File: config.mk
export PLATFORM = sky130hd
export DESIGN_NAME = pc_unit_flat
export DESIGN_NICKNAME = d
export VERILOG_FILES = /design/src/rtl/mips_pkg.sv /design/src/rtl/pc_unit_if.sv /design/src/rtl/branch_target_adder.sv /design/src/rtl/pc_unit.sv /design/src/flat_wrapper.sv
export SDC_FILE = /design/constraint.sdc
export NUM_CORES = 1
export LEC_CHECK = 0
export ABC_AREA = 1
export CORE_UTILIZATION = 47
export CTS_CLUSTER_SIZE = 20
export DETAILED_ROUTE_END_ITERATION = 12
export GPL_TIMING_DRIVEN = 1
export PLACE_DENSITY = 0.86
export SYNTH_ARGS = -nofsm -noshare
export SYNTH_HDL_FRONTEND = slang
export SYNTH_SLANG_ARGS = --single-unit
File: constraint.sdc
create_clock -name clk -period 3.3 [get_ports clk]
set_input_delay 0.33 -clock clk [delete_from_list [all_inputs] [get_ports clk]]
set_output_delay 0.33 -clock clk [all_outputs]
set_load 0.005 [all_outputs]
File: src/rtl/mips_pkg.sv
// Shared types and constants for the MIPS single-cycle datapath front end.
// Holds the fetch FSM states, the default reset vector and the next-PC select codes.
package mips_pkg;

   typedef enum logic [1:0] {
      ST_HOLD  = 2'd0,
      ST_FETCH = 2'd1,
      ST_FAULT = 2'd2
   } pc_state_e;

   localparam logic [31:0] DEFAULT_RESET_VECTOR = 32'h0000_0000;

   typedef enum logic [1:0] {
      SEL_PC4 = 2'd0,
      SEL_BR  = 2'd1,
      SEL_J   = 2'd2,
      SEL_JR  = 2'd3
   } npc_sel_e;

endpackage

File: src/rtl/pc_unit_if.sv
// Instruction-memory fetch handshake between the PC stage (master) and imem (slave).
interface pc_unit_if;
   logic        imem_req;
   logic        imem_ready;
   logic [31:0] pc;

   modport master (output imem_req, output pc, input imem_ready);
   modport slave  (input imem_req, input pc, output imem_ready);
endinterface

File: src/rtl/branch_target_adder.sv
// Branch target = pc_plus4 + (sign-extended word offset << 2), modulo 2^32.
// Offset bits [31:30] fall off the shift, as the ISA intends.
module branch_target_adder (
   input  logic        [31:0] pc_plus4,
   input  logic signed [31:0] branch_offset,
   output logic        [31:0] target
);

   logic signed [31:0] byte_offset;

   always_comb begin
      byte_offset = branch_offset <<< 2;
      target      = pc_plus4 + $unsigned(byte_offset);
   end

endmodule

File: src/rtl/pc_unit.sv
// Program-counter stage: PC register, fetch FSM (HOLD/FETCH/FAULT), next-PC priority mux,
// misaligned-target detection and a retired-instruction counter.
module pc_unit
   import mips_pkg::*;
#(
   parameter logic [31:0] RESET_VECTOR = DEFAULT_RESET_VECTOR
) (
   input  logic               clk,
   input  logic               reset,
   pc_unit_if.master          imem,
   input  logic               branch,
   input  logic               zero,
   input  logic        [31:0] branch_offset,
   input  logic               jump,
   input  logic        [31:0] jump_address,
   input  logic               jr,
   input  logic        [31:0] jr_target,
   output logic        [31:0] pc_plus4,
   output logic         [3:0] pc_upper,
   output logic               retire,
   output logic               misaligned,
   output logic        [31:0] instr_count
);

   pc_state_e   state_q, state_d;
   logic [31:0] pc_q, pc_d;
   logic [31:0] cnt_q, cnt_d;
   logic        misaligned_q, misaligned_d;

   npc_sel_e    sel;
   logic [31:0] br_target;
   logic [31:0] next_pc;

   branch_target_adder u_bta (
      .pc_plus4      (pc_plus4),
      .branch_offset (branch_offset),
      .target        (br_target)
   );

   always_comb begin
      pc_plus4 = pc_q + 32'd4;
      pc_upper = pc_plus4[31:28];

      // jr outranks jump, which outranks a taken branch; simultaneous flags are legal
      if (jr)                 sel = SEL_JR;
      else if (jump)          sel = SEL_J;
      else if (branch & zero) sel = SEL_BR;
      else                    sel = SEL_PC4;

      case (sel)
         SEL_JR:  next_pc = jr_target;
         SEL_J:   next_pc = jump_address;
         SEL_BR:  next_pc = br_target;
         default: next_pc = pc_plus4;
      endcase
   end

   always_comb begin
      state_d      = state_q;
      pc_d         = pc_q;
      cnt_d        = cnt_q;
      misaligned_d = misaligned_q;
      imem.imem_req = 1'b0;
      retire        = 1'b0;

      case (state_q)
         ST_HOLD: begin
            state_d = ST_FETCH;
         end
         ST_FETCH: begin
            imem.imem_req = 1'b1;
            if (imem.imem_ready) begin
               retire = 1'b1;
               cnt_d  = cnt_q + 32'd1;
               // A misaligned target still retires the current instruction but never reaches pc
               if (next_pc[1:0] != 2'b00) begin
                  misaligned_d = 1'b1;
                  state_d      = ST_FAULT;
               end else begin
                  pc_d = next_pc;
               end
            end
         end
         default: begin
            state_d = ST_FAULT;
         end
      endcase
   end

   always_ff @(posedge clk) begin
      if (reset) begin
         state_q      <= ST_HOLD;
         pc_q         <= RESET_VECTOR;
         cnt_q        <= 32'd0;
         misaligned_q <= 1'b0;
      end else begin
         state_q      <= state_d;
         pc_q         <= pc_d;
         cnt_q        <= cnt_d;
         misaligned_q <= misaligned_d;
      end
   end

   assign imem.pc     = pc_q;
   assign misaligned  = misaligned_q;
   assign instr_count = cnt_q;

endmodule

File: src/flat_wrapper.sv
// flat-port wrapper written by rule: the top's interface ports become plain ports
module pc_unit_flat import mips_pkg::*;
#(
   parameter logic [31:0] RESET_VECTOR = DEFAULT_RESET_VECTOR
)
  (clk, reset, branch, zero, branch_offset, jump, jump_address, jr, jr_target, pc_plus4, pc_upper, retire, misaligned, instr_count, imem_imem_req, imem_pc, imem_imem_ready);
  pc_unit_if imem_i ();
  input  logic clk;
  input  logic reset;
  input  logic branch;
  input  logic zero;
  input  logic        [31:0] branch_offset;
  input  logic jump;
  input  logic        [31:0] jump_address;
  input  logic jr;
  input  logic        [31:0] jr_target;
  output logic        [31:0] pc_plus4;
  output logic         [3:0] pc_upper;
  output logic retire;
  output logic misaligned;
  output logic        [31:0] instr_count;
  output wire logic [$bits(imem_i.imem_req)-1:0] imem_imem_req;
  output wire logic [$bits(imem_i.pc)-1:0] imem_pc;
  input wire logic [$bits(imem_i.imem_ready)-1:0] imem_imem_ready;
  assign imem_imem_req = imem_i.imem_req;
  assign imem_pc = imem_i.pc;
  assign imem_i.imem_ready = imem_imem_ready;
  pc_unit #(.RESET_VECTOR(RESET_VECTOR)) u_core (.clk(clk), .reset(reset), .imem(imem_i), .branch(branch), .zero(zero), .branch_offset(branch_offset), .jump(jump), .jump_address(jump_address), .jr(jr), .jr_target(jr_target), .pc_plus4(pc_plus4), .pc_upper(pc_upper), .retire(retire), .misaligned(misaligned), .instr_count(instr_count));
endmodule
# == Word-level counts from Yosys, hierarchy flattened ==
# Index checks and enable logic that the tools add are counted.
# op_classes
n_bitwise,2
reduce_logical,6
n_mul,0
add_sub_neg,3
div_mod_pow,0
n_eq_ne,6
shifts,0
order_cmp,0
mux,10
# ops
cell,n
case mux 32 bit (3 select lines),1
adder 32 x 1 -> 32 bit (second input constant),1
adder 32 x 3 -> 32 bit (second input constant),1
adder 32 bit,1
two-way mux 2 bit,4
AND reduction 3 bit,2
== test 2 x 1 -> 1 bit (second input constant),2
== test 2 bit (second input constant),2
two-way mux 1 bit,4
case mux 2 bit (2 select lines),1
AND reduction 2 bit,2
logical NOT 2 bit,1
inequality test 2 x 1 -> 1 bit (second input constant),1
inequality test 2 bit (second input constant),1
nonzero test 2 bit,1
AND 1 bit,1
NOT 1 bit,1
# totals
regBits,67
elab_cells,31
inputBits,103
rom_bits,0
out_inout_bits,103
latch_bits,0
ramBits,0
memories,0

# == Logic depth before layout (Yosys ltp) ==
# Gate-level depths: netlist (run 1).
# logic_depth
depth_word,10
depth_mapped,24
mapped_depth_nobuf,24

# == Modules after synthesis ==
# Synthesis (run 1) repeated with hierarchy kept, for this count alone.
# unflattened
hier_cells,1313
area_unflattened_um2,7144.4
# by_module_without_submodules
mod,area_each_um2,seq_area_each_um2,instances,cells_per_inst
pc_unit,4898.4,1341.3,1,865
branch_target_adder,2245.9,0.0,1,448

# == Worst setup path after synthesis (run 1) ==
# Ideal clock, no wire load.
# synth_timing
path_type,flip-flop to flip-flop
start,"reg u_core.pc_q[2], in the netlist u_core.imem.pc[2]"
end,"reg u_core.pc_q[23], in the netlist u_core.imem.pc[23]"
arrival_ns,2.739
synth_period_minus_slack_ns,2.872
setup_ns,0.134
stages_incl_launch_ff,23
t_required_ns,3.166
slack_ns,0.428
n_path_buf,0
path_cell_list,dfxtp_1 > ha_1 > nand2_1 > inv_1 > nand2_1 > nor2_2 > nand2_2 > nor2_4 > nand2_1 > xor2_1 > inv_1 > ha_1 > a21oi_1 > nand2_1 > inv_1 > nand2_1 > inv_1 > nand2_1 > or2_2 > nand3_1 > nand2_1 > nand2_1 > a21oi_1
# synth_between
elab_chain_cells,3
# synth_rtl
item,line,rtl
start: declaration,pc_unit.sv:26,"logic [31:0] pc_q, pc_d;"
start signal: assignment,pc_unit.sv:98,pc_q <= pc_d;
adder 32 x 3 -> 32 bit,pc_unit.sv:41,pc_plus4 = pc_q + 32'd4;
via pc_plus4[22],flat_wrapper.sv:17,output logic [31:0] pc_plus4;
adder 32 bit,branch_target_adder.sv:13,target = pc_plus4 + $unsigned(byte_offset);
case mux 32 bit (3 select lines),pc_unit.sv:50,case (sel)
# The timed path passes the listed nets, and every way through them passes these cells.
# A chain may end at the register's enable or synchronous reset.

# == Worst setup path after layout (run 1) ==
# layout_timing
start,"reg u_core.pc_q[3], in the netlist u_core.imem.pc[3]"
end,"reg u_core.pc_q[24], in the netlist u_core.imem.pc[24]"
# layout_between
elab_chain_cells,3
# layout_rtl
item,line
adder 32 x 3 -> 32 bit *,pc_unit.sv:41
adder 32 bit,branch_target_adder.sv:13
case mux 32 bit (3 select lines) *,pc_unit.sv:50
# Mark *: on every way between the ends. The rest lies on a longest branch, timed or not.

==> impl_metrics.toml, run 1 <==
[outcome]
outcome = "finished, final reports clean"

[sta]
finalClockSkew_ns = 0.007761
finalSetupViolations = 0
period_share_pct = 95.24
fin_crit_ns = 3.143
fin_tns_setup_ns = 0
max_freq_ghz = 0.3182
slew_viol_final = 0
tightest_slew_ns = 0.9855
max_slew_margin_pct = 34.22
finalHoldViolations = 0

[floorplan]
ioPinCount = 206
core_um2 = 12670
die-area_um2 = 13550
fp.dieW_um = 116.4
start_util_pct = 48.54
floorplan.rows = 41
dieHeight_um = 116.4

[global_routing]
grt-ovfl-total = 0
grt_max_degree = 37
grt_first_pass_wirelength_um = 35290
grt_pass1_vias = 7174
antenna_found_initial = 0
grtUsageTotal_pct = 34.09

[cells_and_area]
final_cell_mix = "nand2_1 (295), clkdlybuf4s50_1 (203), inv_1 (119)"
seq_area_um2 = 1358
nets = 1396
final_common_cell = "nand2_1"
n_antenna_cell = 0
drive_above_1_share_pct = 11.34
area_delta_synth_final_pct = 48.82
fin_area_um2 = 9154
multiInputGateArea_um2 = 4451
fillers = 1056
fin_util_pct = 72.24

[critical_path]
crit_required_ns = 3.50
critPathKind = "flop to flop"
r2r_setup_slack_ns = 0.16
critPathCaptureType = "flop"
crit_path_start_kind = "flop"
cp.arrival_ns = 3.35
crit_top_cell = "nand2_1"
path_cells = "ha_2 -> nand2_1 -> inv_2 -> nand2_2 -> nor2_4 -> nand2_4 -> nor2_4 -> nand2_2 -> xor2_2 -> inv_2 -> ha_4 -> nand2_1 -> nor2_1 -> and2_1 -> nand4_1 -> nand3_1 -> nand2_1 -> nand3_1 -> nand2_1 -> nand2_1 -> a21oi_1"
crit_fanout = 5
cpPeakStageDelay_ns = 0.37
slowest_stage = "dfxtp_4"

[power]
peakVddDrop_mv = 0.4254
p_leak_nw = 3.938
power_per_cell_area_nw_per_um2 = 296.2
finalPower_mw = 2.711

[synth]
synth_area_um2 = 6151
synth_area_leaders = "dfxtp_1 (22%), nand2_1 (19%), inv_1 (7.5%)"
ys_warn_count = 0
synth_cells = 1036
synth_edf_count = 0
syn_avg_cell_area_um2 = 5.937
synthFlopType = "dfxtp_1"
synth_top_area_share_pct = 21.81
synth-async-reset-ratio_pct = 0
synth_top_cell_by_area = "dfxtp_1"
synth_fp_nets = 1176
yosysSeqAreaShare_pct = 21.81
synth-seq-cells = 67
ys_types = 43

[place]
place.gp.congestion = 0.9237
placed_area_um2 = 8504
port_buffers = 203
hpwl_um = 17990

[clock_network]
holdBufCountCts = 0
tritoncts = "built"
cts_buffer_depth = 2
numCtsBuffers = 9
clkTransAtPathRegs_ns = 0.06
root_buffer = "clkbuf_16"
cts_sinks = 67
insertion_delay_ns = 0.34
htreeDepth = 3

[min_path]
min_path_type = "flop to flop"

[route]
ant_nets = 0
wl_per_cell_um = 16.48
drc = 0
first_pass_iters = 7
wl_um = 23620
vias = 7862
vias_per_cell = 5.486
drt_iter0_markers = 723

[run]
maxCapViolCount = 0
[cell type report]
class,count,area share (%)
Sequential cell,67,14.83
Clock buffer,10,2.501
Tap cell,172,2.351
Inverter,128,5.276
Timing Repair Buffer,239,25.19
Clock inverter,6,1.230
Multi-Input combinational cell,811,48.62
[report_power, final]
part	switching, mW	internal, mW
registers	0.0302	0.832
logic	0.383	0.353
clock network	0.372	0.741
[path summary, 6_finish.rpt]
| path | startpoint | end | cells after the start |
|---|---|---|---|
| max | u_core.imem.pc[3] | u_core.imem.pc[24] | 21 |
| min | u_core.misaligned | u_core.misaligned | 2 |
| max reg2reg | u_core.imem.pc[3] | u_core.imem.pc[24] | 21 |
| min reg2reg | u_core.misaligned | u_core.misaligned | 2 |
[registers in the layout, summed over array words and instances (netlist names)]
signal and cells:
u_core.imem.pc 32, u_core.misaligned 1, u_core.instr_count 32, u_core.state_q 2
[logic make-up after synthesis]
logic type	Yosys count	synth area share, %
AO/OA/AOI/OAI	178	16.90
XOR/XNOR	29	4.129
buffers and inverters	158	10.11
flip-flops	67	21.81
AND/OR/NAND/NOR	567	39.40
adder cells (fa/ha/maj)	37	7.648
[stage by stage]
step           setup WS [ns]  hold slack, ns  instances
2_1_floorplan         0.4277          0.4552       1036
3_3_place_gp         0.06612          0.4539       1413
3_5_place_dp         0.01973          0.4585       1413
4_1_cts              0.02398          0.4808       1429
5_1_grt             -0.04425          0.4930       1433
6_report              0.1571          0.4746       1433
[worst max-delay path, delay by kind of cell, from the launching register on]
| family | cells | cell delay (ns) |
|---|---|---|
| and+or+nand+nor | 15 | 1.70 |
| adders and majority gates | 2 | 0.50 |
| xor gates and xnor gates | 1 | 0.20 |
| DFF | 1 | 0.37 |
| buffers and inverters | 2 | 0.17 |
| AOI/OAI and AO/OA | 1 | 0.06 |
[Yosys cell counts, types with 5 or more instances]
cell      number
a21oi_1       84
a221oi_1      19
buf_4          6
clkbuf_1      18
dfxtp_1       67
ha_1          36
inv_1        123
nand2_1      309
nand2_2        7
nand3_1       61
nand3b_1       5
nand4_1       16
nor2_1       119
nor3_1        29
o21a_1         6
o21ai_0       45
o21bai_1       5
o221ai_1       5
or2_2          5
xnor2_1        8
xor2_1        21
[metal layers]
layer | up-vias | track usage, % | routed length (um)
met2 | 450 | 57.08 | 10810
met5 | - | 0 | 0
met4 | 0 | 19.91 | 1409
li1 | 3839 | - | -
met3 | 91 | 7.317 | 2094
met1 | 3482 | 40.15 | 9307
[timing repair]
item / 4_1_cts / 5_1_grt
pin swaps: 0 / 11
buffers inserted: 0 / 4
setup endpoints to repair: 5 / 18
gates resized for setup: 4 / 70
No activity file was read; power rests on OpenSTA's default activity.
==> run 2: changes to the inputs <==
==> constraint.sdc (replaced) <==
create_clock -name clk -period 3.3 [get_ports clk]
set_input_delay 0.66 -clock clk [delete_from_list [all_inputs] [get_ports clk]]
set_output_delay 0.66 -clock clk [all_outputs]
set_load 0.005 [all_outputs]
==> run 2 against run 1 <==
Worst setup slack lost 0.049 ns. Routed wire length shrank 1.1%. Core utilization shrank 0.21 points. Power shrank 1.8%. First-iteration DRC count shrank 8.0%. Non-clock buffer count grew 5. Critical endpoint is now pc_plus4[23].
==> impl_metrics.toml, run 2 (synthesized netlist as in run 1, its figures left out) <==
[sta]
rsz0062_at_grt = "true"
tightest_slew_ns = 0.9467
finalHoldViolations = 0
fin_tns_setup_ns = 0
finalClockSkew_ns = 0.01021
max_slew_margin_pct = 36.82
fin_crit_ns = 3.192
max_freq_ghz = 0.3133
slew_viol_final = 0
finalSetupViolations = 0
period_share_pct = 96.74

[floorplan]
floorplan.rows = 41
start_util_pct = 48.54
fp.dieW_um = 116.4
core_um2 = 12670
die-area_um2 = 13550
dieHeight_um = 116.4
ioPinCount = 206

[clock_network]
clkTransAtPathRegs_ns = 0.06
numCtsBuffers = 9
cts_sinks = 67
htreeDepth = 3
insertion_delay_ns = 0.34
tritoncts = "built"
root_buffer = "clkbuf_16"
cts_buffer_depth = 2

[route]
drt_iter0_markers = 665
drc = 0
vias = 7754
wl_um = 23360
wl_per_cell_um = 16.24
ant_nets = 0
vias_per_cell = 5.392
first_pass_iters = 7

[min_path]
min_from = "u_core.instr_count[31]"
min_path_cells = 2
min_path_type = "flop to flop"

[critical_path]
r2r-start = "u_core.imem.pc[3]"
critPathKind = "flop to primary output"
crit_required_ns = 2.64
crit_path_start_kind = "flop"
reg2reg_depth = 23
crit_fanout = 4
critPathLaunch = "u_core.imem.pc[2]"
cp.arrival_ns = 2.53
critPathCaptureType = "primary output"

[global_routing]
antenna_found_initial = 0
grt_pass1_vias = 7047
grtUsageTotal_pct = 34.17
grt_first_pass_wirelength_um = 35240
grt_max_degree = 37
grt-ovfl-total = 0

[cells_and_area]
fillers = 1106
area_delta_synth_final_pct = 48.39
final_cell_mix = "nand2_1 (303), clkdlybuf4s50_1 (200), inv_1 (119)"
nets = 1401
final_common_cell = "nand2_1"
n_antenna_cell = 0
drive_above_1_share_pct = 10.98
final_cells = 1438

[place]
dp_cells = 1417
place.gp.congestion = 0.9434
hpwl_um = 18210
port_buffers = 203

[power]
peakVddDrop_mv = 0.3046
p_leak_nw = 3.997
power_per_cell_area_nw_per_um2 = 291.6
finalPower_mw = 2.661

[outcome]
outcome = "finished, final reports clean"

[run]
maxCapViolCount = 0
## run 2: final timing paths
path                                 end  slack (ns)
setup / recovery            pc_plus4[23]        0.11
hold / removal    u_core.instr_count[31]        0.47
setup reg to reg      u_core.imem.pc[23]        0.20
hold reg to reg   u_core.instr_count[31]        0.47
## run 2: through the flow
step | setup slack, ns | utilization, % | cell area, um2 | hold WS, ns
6_report | 0.1077 | 72.04 | 9128 | 0.4723
5_1_grt | -0.02867 | 72.04 | 9128 | 0.4938
4_1_cts | 0.01220 | 70.29 | 8906 | 0.4703
3_5_place_dp | -0.002703 | 67.35 | 8534 | 0.4634
3_3_place_gp | 0.06920 | 67.35 | 8534 | 0.4534
2_1_floorplan | 0.4277 | - | 6151 | 0.4552
## run 2: worst max-delay path: stages, from the launching register on
cell and delay, ns:
dfxtp_2 0.35, buf_4 0.12, inv_1 0.08, nor2_1 0.12, nand2_1 0.10, nor2_1 0.18, buf_4 0.16, nand3_1 0.08
xor2_1 0.31, buf_4 0.20, clkdlybuf4s50_1 0.50
## run 2: area by class of cell
cell class	instances	area, um2	area share [%]
Tap cell	172	215.2	2.358
Clock inverter	5	85.08	0.9321
Sequential cell	67	1355	14.85
Timing Repair Buffer	244	2351	25.76
Multi-Input combinational cell	811	4385	48.05
Inverter	128	483.0	5.291
Clock buffer	11	252.7	2.769
## run 2: routing by layer
layer	global-route usage, %	part of all wire, %
met1	39.76	41
met2	59.09	47
met3	7.784	7.7
met4	16.50	4.1
met5	0	0
## run 2: repair_timing
action | 4_1_cts | 5_1_grt
hold buffers | 0 | 0
resized for setup | 5 | 61
buffers inserted | 2 | 3
pin swaps | 2 | 5
endpoints found under the setup margin | 17 | 34
## run 2: report_power, final
group	internal (mW)	switching [mW]	leakage, nW	total (mW)
sequential	0.832	0.0299	0.547	0.862
combinational	0.349	0.378	3.29	0.727
clock	0.705	0.367	0.162	1.07
==> run 3: changes to the inputs <==
- CAP_MARGIN: default -> 40
- CORE_UTILIZATION: 47 -> 49
- SYNTH_HIERARCHICAL: default -> 1
==> run 3 against run 2 <==
Clock skew decreased by 0.0054 ns. Non-clock buffer count increased by 2. Synthesized cell count increased by 27%. Routed wire length increased by 20%. Largest power group unchanged. Synthesized area increased by 16%. Count of clock-buffer cells in the layout unchanged. Critical endpoint is now u_core/imem.pc[14]. Register-to-register slack got worse by 0.05 ns. Worst setup slack improved by 0.042 ns.
==> impl_metrics.toml, run 3 <==
[clock_network]
cts_sinks = 67
holdBufCountCts = 0
htreeDepth = 3
root_buffer = "clkbuf_16"
insertion_delay_ns = 0.34
clkTransAtPathRegs_ns = 0.06
tritoncts = "built"
cts_buffer_depth = 2
numCtsBuffers = 9

[place]
placed_area_um2 = 9510
port_buffers = 203
hpwl_um = 22230
dp_slack_ns = 0.005388
place.gp.congestion = 1.028

[power]
power_per_cell_area_nw_per_um2 = 286.8
p_leak_nw = 4.493
peakVddDrop_mv = 0.2941
seq_power_share_pct = 30.6
p_sw_share_pct = 32.42
p_sw_mw = 0.9340
finalPower_mw = 2.881
combPwrFrac_pct = 32.3
clkPwrFrac_pct = 37.1
p_int_mw = 1.947

[global_routing]
grt-ovfl-total = 0
met2_usage_pct = 59.73
grt_pass1_vias = 8093
antenna_found_initial = 0
grt_max_degree = 38
grt_first_pass_wirelength_um = 42480
use_met3_pct = 6.599
grtUsageTotal_pct = 36.67
use_met1_pct = 47.36
top_usage_layer = "met2"

[route]
vias = 9420
wl_um = 28080
wl_per_cell_um = 16.32
ant_nets = 0
drt_iter0_markers = 1079
first_pass_iters = 6
vias_per_cell = 5.474
drc = 0

[cells_and_area]
fin_area_um2 = 10040
final_cell_mix = "nand2_1 (507), clkdlybuf4s50_1 (203), nor2_1 (165)"
final_common_cell = "nand2_1"
drive_above_1_share_pct = 9.929
area_delta_synth_final_pct = 40.59
fin_util_pct = 71.53
n_antenna_cell = 0
nets = 1671

[synth]
synthFlopType = "dfxtp_1"
ys_warn_count = 6
synth_edf_count = 0
synth_cells = 1313
synth_commonest_cells = "nand2_1 (512), nor2_1 (173), inv_1 (157)"
synth_top_area_share_pct = 26.90
synth-async-reset-ratio_pct = 0
synth-seq-cells = 67
synth_top_cell_by_area = "nand2_1"
yosysSeqAreaShare_pct = 18.77
syn_avg_cell_area_um2 = 5.441
ys_types = 42
synth_fp_nets = 1448
synth_area_leaders = "nand2_1 (27%), dfxtp_1 (19%), nor2_1 (9.1%)"
yosys.cell_count.top_type = "nand2_1"
synth_area_um2 = 7144

[critical_path]
critPathLaunch = "u_core/imem.pc[2]"
path_cells = "ha_2 -> nand3_4 -> inv_1 -> nand2_1 -> inv_1 -> nand2_1 -> and2_1 -> ha_4 -> nand2_1 -> nor2_1 -> nand3_1 -> nand3_2 -> xor2_1 -> o21ai_0 -> nand3_1 -> a21oi_1 -> nor2_1"
cp.arrival_ns = 3.38
cpPeakStageDelay_ns = 0.37
crit_top_cell = "nand2_1"
r2r-start = "u_core/imem.pc[2]"
slowest_stage = "dfxtp_2"
critPathCaptureType = "flop"
crit_path_start_kind = "flop"
critPathKind = "flop to flop"
crit_required_ns = 3.53
crit_fanout = 5

[floorplan]
dieHeight_um = 122.8
core_um2 = 14040
fp.dieW_um = 122.8
ioPinCount = 206
die-area_um2 = 15070
floorplan.rows = 43
start_util_pct = 50.88

[sta]
timing.final.ws_setup_ns = 0.1492
max_slew_margin_pct = 68.04
period_share_pct = 95.48
tightest_slew_ns = 0.4787
whs_ns = 0.4648
finalClockSkew_ns = 0.004820
finalSetupViolations = 0
fin_crit_ns = 3.151
slew_viol_final = 0
max_freq_ghz = 0.3174
finalHoldViolations = 0

[outcome]
outcome = "finished, final reports clean"

[min_path]
min_path_type = "flop to flop"
min_from = "u_core/state_q[1]"

[run]
maxCapViolCount = 0
[run 3: cell types whose count changed after synthesis, moves of 10 or more]
cell | before | now
nand2_1 | 309 | 512
nor2_1 | 119 | 173
inv_1 | 123 | 157
nand3_1 | 61 | 86
nor3_1 | 29 | 4
o21ai_1 | 2 | 25
a221oi_1 | 19 | 0
o21ai_0 | 45 | 27
nand3b_1 | 5 | 15
[run 3: cells by family after synthesis]
| kind of cell | share of synthesized area (%) |
|---|---|
| compound gates | 11.03 |
| xor+xnor | 2.574 |
| fa+ha+maj | 5.709 |
| buf+inv | 11.44 |
| flops | 18.77 |
| simple gates | 50.47 |
[run 3: what timing repair did]
item | in CTS | in global routing
buffers inserted | 1 | 3
gates resized for setup | 1 | 52
endpoints found under the setup margin | 2 | 21
pin swaps | 1 | 5
[run 3: final timing paths]
check        slack, ns  depth (start not counted)            endpoint
max               0.15                         17  u_core/imem.pc[14]
min               0.46                          2   u_core/state_q[1]
max reg2reg       0.15                         17  u_core/imem.pc[14]
min reg2reg       0.46                          2   u_core/state_q[1]
[run 3: metal layers]
metal | up-vias | part of all wire, %
met2 | 576 | 44
met3 | 65 | 11
met4 | 0 | 4.0
li1 | 4571 | -
met5 | - | 0
met1 | 4208 | 41
[run 3: final cells by class]
class | instances | area [um2]
Multi-Input combinational cell | 1048 | 5150
Sequential cell | 67 | 1354
Fill cell | 1261 | 3998
Inverter | 164 | 620.6
Clock buffer | 11 | 242.7
Timing Repair Buffer | 246 | 2367
Tap cell | 180 | 225.2
Clock inverter | 5 | 85.08
[run 3: worst max-delay path: cells and delay by family (launching register included)]
kind                       cells  cell delay (ns)
xor gates and xnor gates       1             0.08
adders and majority gates      2             0.57
AOI/OAI and AO/OA              2             0.43
buffers and inverters          2             0.24
DFF                            1             0.37
and+or+nand+nor               10             1.34
[run 3: power by group through the flow]
stage | Clock [mW] | Combinational, mW | Sequential, mW
finish | 1.07 | 0.931 | 0.881
global route | 1.10 | 1.01 | 0.884
CTS | 1.07 | 0.887 | 0.875
detailed placement | 0 | 0.881 | 0.893
global placement | 0 | 0.873 | 0.892
floorplan | 0 | 0.466 | 0.887
[run 3: per-stage QoR]
stage	setup TNS [ns]	instances
floorplan	0	1313
global placement	0	1701
detailed placement	0	1701
CTS	0	1718
global route	-0.03232	1721
finish	0	1721
